File: config.mk
export PLATFORM = sky130hd
export DESIGN_NAME = hazard_unit
export DESIGN_NICKNAME = d
export VERILOG_FILES = /design/src/rtl/hazard_unit.sv
export SDC_FILE = /design/constraint.sdc
export NUM_CORES = 1
export LEC_CHECK = 0
export CAP_MARGIN = 20
export CORE_MARGIN = 8
export CORE_UTILIZATION = 40
export DETAILED_ROUTE_END_ITERATION = 8
export HOLD_SLACK_MARGIN = 0.15
export PLACE_DENSITY = 0.71
export SYNTH_ARGS = -nofsm -noshare
export SYNTH_HDL_FRONTEND = slang
export SYNTH_SLANG_ARGS = --single-unit
File: constraint.sdc
create_clock -name CLK -period 5.5 [get_ports CLK]
set_clock_uncertainty 0.1 [all_clocks]
set_input_delay 1.1 -clock CLK [delete_from_list [all_inputs] [get_ports CLK]]
set_output_delay 1.1 -clock CLK [all_outputs]
set_load 0.03 [all_outputs]
File: src/rtl/hazard_unit.sv
// Stall/flush controller for the 5-stage pipeline: load-use bubbles, memory-wait
// freezes, branch redirects with wrong-path fetch dropping, halt, and a stall counter.
module hazard_unit #(
    parameter int CNT_W = 32
) (
    input  logic             CLK,
    input  logic             nRST,
    input  logic             ihit,
    input  logic             dhit,
    input  logic [4:0]       ifid_rs,
    input  logic [4:0]       ifid_rt,
    input  logic             ifid_uses_rt,
    input  logic             idex_memread,
    input  logic [4:0]       idex_wsel,
    input  logic             exm_memop,
    input  logic             exm_branch_taken,
    input  logic             mwb_halt,
    output logic             pc_en,
    output logic             ifid_en,
    output logic             ifid_flush,
    output logic             idex_en,
    output logic             idex_flush,
    output logic             exm_en,
    output logic             exm_flush,
    output logic             mwb_en,
    output logic             halted,
    output logic [CNT_W-1:0] stall_cnt
);

    typedef enum logic [1:0] {
        RUN     = 2'd0,
        MEMWAIT = 2'd1,
        HALTED  = 2'd2
    } state_t;

    state_t           state_r;
    state_t           state_next_s;
    logic             flush_pend_r;
    logic             flush_pend_next_s;
    logic [CNT_W-1:0] stall_cnt_r;
    logic             load_use_s;
    logic             mem_stall_s;

    // A zero destination never forwards anything, so it can never create a hazard.
    assign load_use_s  = idex_memread && (idex_wsel != 5'd0) &&
                         ((idex_wsel == ifid_rs) || (ifid_uses_rt && (idex_wsel == ifid_rt)));
    assign mem_stall_s = exm_memop && !dhit;
    assign stall_cnt   = stall_cnt_r;

    // State register: control state and pending wrong-path fetch flush.
    always_ff @(posedge CLK or negedge nRST) begin
        if (!nRST) begin
            state_r      <= RUN;
            flush_pend_r <= 1'b0;
        end else begin
            state_r      <= state_next_s;
            flush_pend_r <= flush_pend_next_s;
        end
    end

    // Next-state logic: a memory freeze defers halt and any flush_pend change.
    always_comb begin
        state_next_s      = state_r;
        flush_pend_next_s = flush_pend_r;
        case (state_r)
            RUN, MEMWAIT: begin
                if (mem_stall_s) begin
                    state_next_s = MEMWAIT;
                end else begin
                    if (mwb_halt) begin
                        state_next_s = HALTED;
                    end else begin
                        state_next_s = RUN;
                    end
                    // A redirect that completes its fetch discards it via ifid_flush directly.
                    if (exm_branch_taken) begin
                        flush_pend_next_s = !ihit;
                    end else if (flush_pend_r && ihit) begin
                        flush_pend_next_s = 1'b0;
                    end else begin
                        flush_pend_next_s = flush_pend_r;
                    end
                end
            end
            HALTED: begin
                state_next_s = HALTED;
            end
            default: begin
                state_next_s = RUN;
            end
        endcase
    end

    // Output logic: prioritised enable/flush decode from state and hazards.
    always_comb begin
        pc_en      = 1'b0;
        ifid_en    = 1'b0;
        ifid_flush = 1'b0;
        idex_en    = 1'b0;
        idex_flush = 1'b0;
        exm_en     = 1'b0;
        exm_flush  = 1'b0;
        mwb_en     = 1'b0;
        halted     = 1'b0;
        case (state_r)
            HALTED: begin
                halted = 1'b1;
            end
            RUN, MEMWAIT: begin
                if (mem_stall_s) begin
                    halted = 1'b0;
                end else if (exm_branch_taken) begin
                    pc_en      = 1'b1;
                    ifid_flush = 1'b1;
                    idex_flush = 1'b1;
                    exm_flush  = 1'b1;
                    mwb_en     = 1'b1;
                end else if (load_use_s) begin
                    idex_flush = 1'b1;
                    exm_en     = 1'b1;
                    mwb_en     = 1'b1;
                    ifid_flush = flush_pend_r && ihit;
                end else if (!ihit) begin
                    ifid_flush = 1'b1;
                    idex_en    = 1'b1;
                    exm_en     = 1'b1;
                    mwb_en     = 1'b1;
                end else begin
                    // The first fetch after a missed redirect is wrong-path and is dropped.
                    pc_en      = 1'b1;
                    ifid_en    = !flush_pend_r;
                    ifid_flush = flush_pend_r;
                    idex_en    = 1'b1;
                    exm_en     = 1'b1;
                    mwb_en     = 1'b1;
                end
            end
            default: begin
                halted = 1'b0;
            end
        endcase
    end

    // Saturating count of non-halted cycles in which the PC is held.
    always_ff @(posedge CLK or negedge nRST) begin
        if (!nRST) begin
            stall_cnt_r <= {CNT_W{1'b0}};
        end else if ((state_r != HALTED) && !pc_en && (stall_cnt_r != {CNT_W{1'b1}})) begin
            stall_cnt_r <= stall_cnt_r + {{(CNT_W-1){1'b0}}, 1'b1};
        end else begin
            stall_cnt_r <= stall_cnt_r;
        end
    end

endmodule

# After elaboration in Yosys (flattened, before gate mapping)
# Index checks and enable logic that the tools add are counted.
# word_totals
regBits,35
inputBits,24
output_inout_bits,41
wordCells,65
# classes
add_sub_neg,1
n_eq_ne,6
muxes,37
n_bitwise,1
n_reduce_logical,17
# ops
op,n
$mux 1,34
$add 32x1->32 const B,1
$ne 32x32->1 const B,1
$eq 5x5->1,2
$logic_and 1x1->1,7
$reduce_bool 5->1,1
$logic_not 1->1,4
$mux 2,2
$pmux 2 s2,1
$reduce_and 3->1,1
$eq 2x1->1 const B,1
$eq 2x2->1 const B,1
$logic_not 2->1,1
$ne 2x2->1 const B,1
$reduce_bool 2->1,1
$reduce_or 2->1,1
$logic_or 1x1->1,1
$not 1->1,1

# Longest topological paths before layout
# depth
depth_word,11
mapped_depth,8
mapped_depth_nobuf,7

# Least setup slack after synthesis
# OpenSTA, ideal clock, no wires.
# synth_timing
path_type,in2out
start,input idex_wsel[0]
end,output ifid_en
t_arrival_ns,2.947
t_required_ns,4.300
slack_ns,1.353
cell_stages,4
path_buffers,0
path_cell_list,or3_1 o311a_1 nor3_1 and3_1
# synth_between
elab_chain_cells,8
word_cells_on_any_way,11
cone_classes,2 x eq/ne; 4 x mux; 5 x reduce/logical
# synth_lines
element,line_no,text
"start, declared",14,"input logic [4:0] idex_wsel,"
$eq 5x5->1,46,((idex_wsel == ifid_rs) || (ifid_uses_rt && (idex_wsel == ifid_rt)));
$logic_and 1x1->1,46,
$logic_or 1x1->1,46,
$logic_and 1x1->1 (*),45,assign load_use_s = idex_memread && (idex_wsel != 5'd0) &&
$mux 1 (*),118,end else if (load_use_s) begin
$mux 1 (*),112,end else if (exm_branch_taken) begin
$mux 1 (*),110,if (mem_stall_s) begin
$mux 1 (*),105,case (state_r)
"end, declared",19,"output logic ifid_en,"
# Mark *: on every way between the ends. The rest lies on a longest branch, timed or not.

# Worst setup path after layout
# layout_timing
start,input idex_wsel[0]
end,output ifid_flush
# layout_between
elab_chain_cells,8
word_cells_on_any_way,11
cone_classes,2 x eq/ne; 4 x mux; 5 x reduce/logical
# layout_lines
element,line_no,text
$eq 5x5->1,46,
$logic_and 1x1->1,46,
$logic_or 1x1->1,46,
$logic_and 1x1->1 (*),45,
$mux 1 (*),118,
$mux 1 (*),112,
$mux 1 (*),110,
$mux 1 (*),105,
"end, declared",20,"output logic ifid_flush,"
# Marks and branches as above.

==> results.tsv <==
stage	metric	value	unit
synth	syn_avg_cell_area	9.97	um2
clock_network	cts_inserted_buffers	5	
sta	final_hold_viol_count	0	
synth	synth_xor_xnor_area_share	0.176	
power_and_ir_drop	total_chip_power	0.000782	W
sta	fin_tns_setup	0	ns
synth	post_synth_adder_cell_area	0.00627	
synth	synth.distinct_cells	36	
route	vias_per_cell	5.07	
critical_path	cp_data_required_time	4.30	ns
synth	yosys.area_share.simple	0.295	
sta	max_freq	0.215	GHz
synth	synth_most_common_cell	sky130_fd_sc_hd__dfrtp_1	
grt	grt.busiest_layer	met2	
final_layout	total_area_of_multi_input_combinational_cells	1060	um2
synth	yosys-top-cells-count	sky130_fd_sc_hd__dfrtp_1, sky130_fd_sc_hd__xor2_1, sky130_fd_sc_hd__nand2_1	
placement	placement.io_buffers	64	
final_layout	proportion_of_layout_cells_with_a_drive_suffix_above_1	0.0889	
route	dr.pass1.iters	4	
clock_network	insertion_delay	0.28	ns
synth	netlist_area	1990	um2
clock_network	cts.clk_slew.worst_paths	0.06	ns
grt	grt_pass1_wl	8040	um
grt	global_route.usage.met1	0.156	
synth	synth_compound_gate_area_share	0.0389	
floorplanning	die_area	7500	um2
final_layout	num_antenna_cells	0	
sta	layout_setup_ws	0.847	ns
floorplanning	core.rowCount	25	
critical_path	worstSetupEndpointType	output pin	
sta	slew_violations	0	
grt	groute.usage.overall	0.135	
synth	postSynth.asyncResetShare	1.00	
clock_network	cts_num_sinks	35	
critical_path	crit_fanout	4	
route	detailroute.via_count	1709	
synth	synth_top_cell_by_area	sky130_fd_sc_hd__dfrtp_1	
power_and_ir_drop	leakage	1.22	nW
sta	tightestPinTransition	0.692	ns
sta	fin_worst_hold_slack	0.388	ns
worst_hold_path	holdCritPathClass	reg2reg	
grt	vias_in_the_first_global_route	1672	
final_layout	fin_util	0.584	
placement	dp_hpwl	3860	um
critical_path	timing.critical_path.from_type	primary input	
placement	place_worst_setup_slack	0.865	ns
route	wl	5060	um
power_and_ir_drop	worst_ir_drop_vdd	296	uV
synth	sequential_to_total_area_share_from_yosys_stat	0.439	
grt	use_met3	0.0321	
synth	yosysWarningCount	0	
route	antenna_violating_nets_post_route	0	
clock_network	clock_tree_buffer_depth	2	
grt	antenna_found_initial	0	
synth	synth_mux_area_frac	0.0169	
final_layout	final_nets	294	
critical_path	timing_worst_setup_path_type	in2out	
flow_run	max-cap-violations	0	
grt	grt_start_max_net_pins	36	
floorplanning	die_x	86.6	um
route	post_drt_wl_per_cell	15.0	um
status	run_status	finished, final reports clean	
synth	leading_register_cell_type_out_of_synthesis	sky130_fd_sc_hd__dfrtp_1	
route	drt_iter0_drc	92	
power_and_ir_drop	p_per_area	282	nW/um2
clock_network	post-cts-setup-buffer-count	0	
synth	ys_seq_elements	35	
final_layout	nFillCells	426	
clock_network	cts.repair.resized	0	
synth	number_of_enable_flip_flop_cells_after_synthesis	0	
floorplanning	floorplan.io_pins	65	
sta	final_period_minus_worst_setup_slack	4.65	ns
floorplanning	fp.coreArea	4750	um2
sta	worst_slew_margin_relative_to_its_limit	0.538	
grt	gr-total-overflow	0	
clock_network	clockRootBuffer	sky130_fd_sc_hd__clkbuf_8	
synth	post_synth_inst_count	200	
route	drc_errors	0	
clock_network	tritoncts_clock_tree	done	
clock_network	cts_max_level	2	
synth	synthesis.nets	225	
sta	final_min_period_over_clock_period	0.846	
clock_network	cts_hold_buf	0	
placement	gp_routability_congestion	0.759	
floorplanning	starting_density_of_the_core	0.419	
floorplanning	die-height	86.6	um
sta	setup_viol_count_final	0	
critical_path	cp.arrival	3.45	ns
sta	rsz0062_at_grt	no	
grt	grt_util_met2	0.236	
final_layout	area.sequential	876	um2
synth	netlist_top_cells_area	sky130_fd_sc_hd__dfrtp_1, sky130_fd_sc_hd__xor2_1, sky130_fd_sc_hd__xnor2_1	
synth	synthDominantCellAreaShare	0.439	
synth	dominant_combinational_cell_family_by_area_after_synthesis	simple AND/OR/NAND/NOR gates	
final_layout	synth_to_final_area_change	39.3	%
power by group:
| group | leakage [nW] | switching [W] | internal, W |
|---|---|---|---|
| Clock | 0.0422 | 0.0000889 | 0.0000888 |
| Sequential | 0.466 | 0.0000273 | 0.000283 |
| Combinational | 0.714 | 0.000175 | 0.000120 |
| Total | 1.22 | 0.000291 | 0.000491 |
path summary, 6_finish.rpt:
kind | start | endpoint | slack, ns | depth (start not counted)
min reg2reg | stall_cnt[18]$_DFFE_PN0P_ | stall_cnt[18]$_DFFE_PN0P_ | 0.39 | 1
max in group asynchronous | nRST | stall_cnt[6]$_DFFE_PN0P_ | 3.86 | 2
max | idex_wsel[0] | ifid_flush | 0.85 | 6
min in group asynchronous | nRST | stall_cnt[29]$_DFFE_PN0P_ | 1.13 | 2
min | stall_cnt[18]$_DFFE_PN0P_ | stall_cnt[18]$_DFFE_PN0P_ | 0.39 | 1
max reg2reg | stall_cnt[0]$_DFFE_PN0P_ | stall_cnt[27]$_DFFE_PN0P_ | 2.83 | 7
through the flow:
step,instances,cell area (um2)
2_1_floorplan,200,1990
3_3_place_gp,329,2700
3_5_place_dp,329,2700
4_1_cts,337,2780
5_1_grt,337,2780
6_report,337,2780
registers in the layout, indices dropped and copies added, names as in the netlist:
register and flops:
flush_pend_r 1, stall_cnt 32, state_r 2
layer usage:
layer / vias to the layer above / wire, um
li1: 838 / -
met1: 832 / 2220
met5: - / 0
met4: 0 / 49
met3: 4 / 169
met2: 35 / 2630
layout make-up:
cell class | count | share of cell area
Multi-Input combinational cell | 155 | 0.382
Clock inverter | 1 | 0.00180
Tap cell | 67 | 0.0302
Timing Repair Buffer | 65 | 0.233
Clock buffer | 7 | 0.0275
Inverter | 7 | 0.00946
Sequential cell | 35 | 0.315
worst max-delay path, cell delays in order:
cell                              delay [ns]
sky130_fd_sc_hd__clkdlybuf4s50_1        0.46
sky130_fd_sc_hd__or3_1                  0.42
sky130_fd_sc_hd__o311a_1                0.35
sky130_fd_sc_hd__mux2_2                 0.27
sky130_fd_sc_hd__a21oi_1                0.15
sky130_fd_sc_hd__clkdlybuf4s50_1        0.69
layout by cell type (no fill, tap or decap), types with 2 or more instances in the layout:
cell	count
sky130_fd_sc_hd__nor4_1	4
sky130_fd_sc_hd__nor2b_1	2
sky130_fd_sc_hd__clkbuf_1	2
sky130_fd_sc_hd__nor4_2	6
sky130_fd_sc_hd__mux2_2	2
sky130_fd_sc_hd__nand2_1	21
sky130_fd_sc_hd__nand3_1	14
sky130_fd_sc_hd__clkbuf_8	5
sky130_fd_sc_hd__nor3_1	12
sky130_fd_sc_hd__nor2_1	17
sky130_fd_sc_hd__xor2_1	26
sky130_fd_sc_hd__nand2b_1	3
sky130_fd_sc_hd__dfrtp_1	35
sky130_fd_sc_hd__xnor2_1	14
sky130_fd_sc_hd__inv_1	7
sky130_fd_sc_hd__and3_1	3
sky130_fd_sc_hd__or3_4	2
sky130_fd_sc_hd__clkdlybuf4s50_1	64
sky130_fd_sc_hd__and4_1	5
sky130_fd_sc_hd__nand4_1	6
sky130_fd_sc_hd__nor3_2	2
cell families after synthesis:
kind of cell,Yosys count
adder cells (fa/ha/maj),1
XOR/XNOR,40
AO/OA/AOI/OAI,9
multiplexers,3
buffers and inverters,10
AND/OR/NAND/NOR,102
flip-flops,35
(Power assumes the default switching activity.)
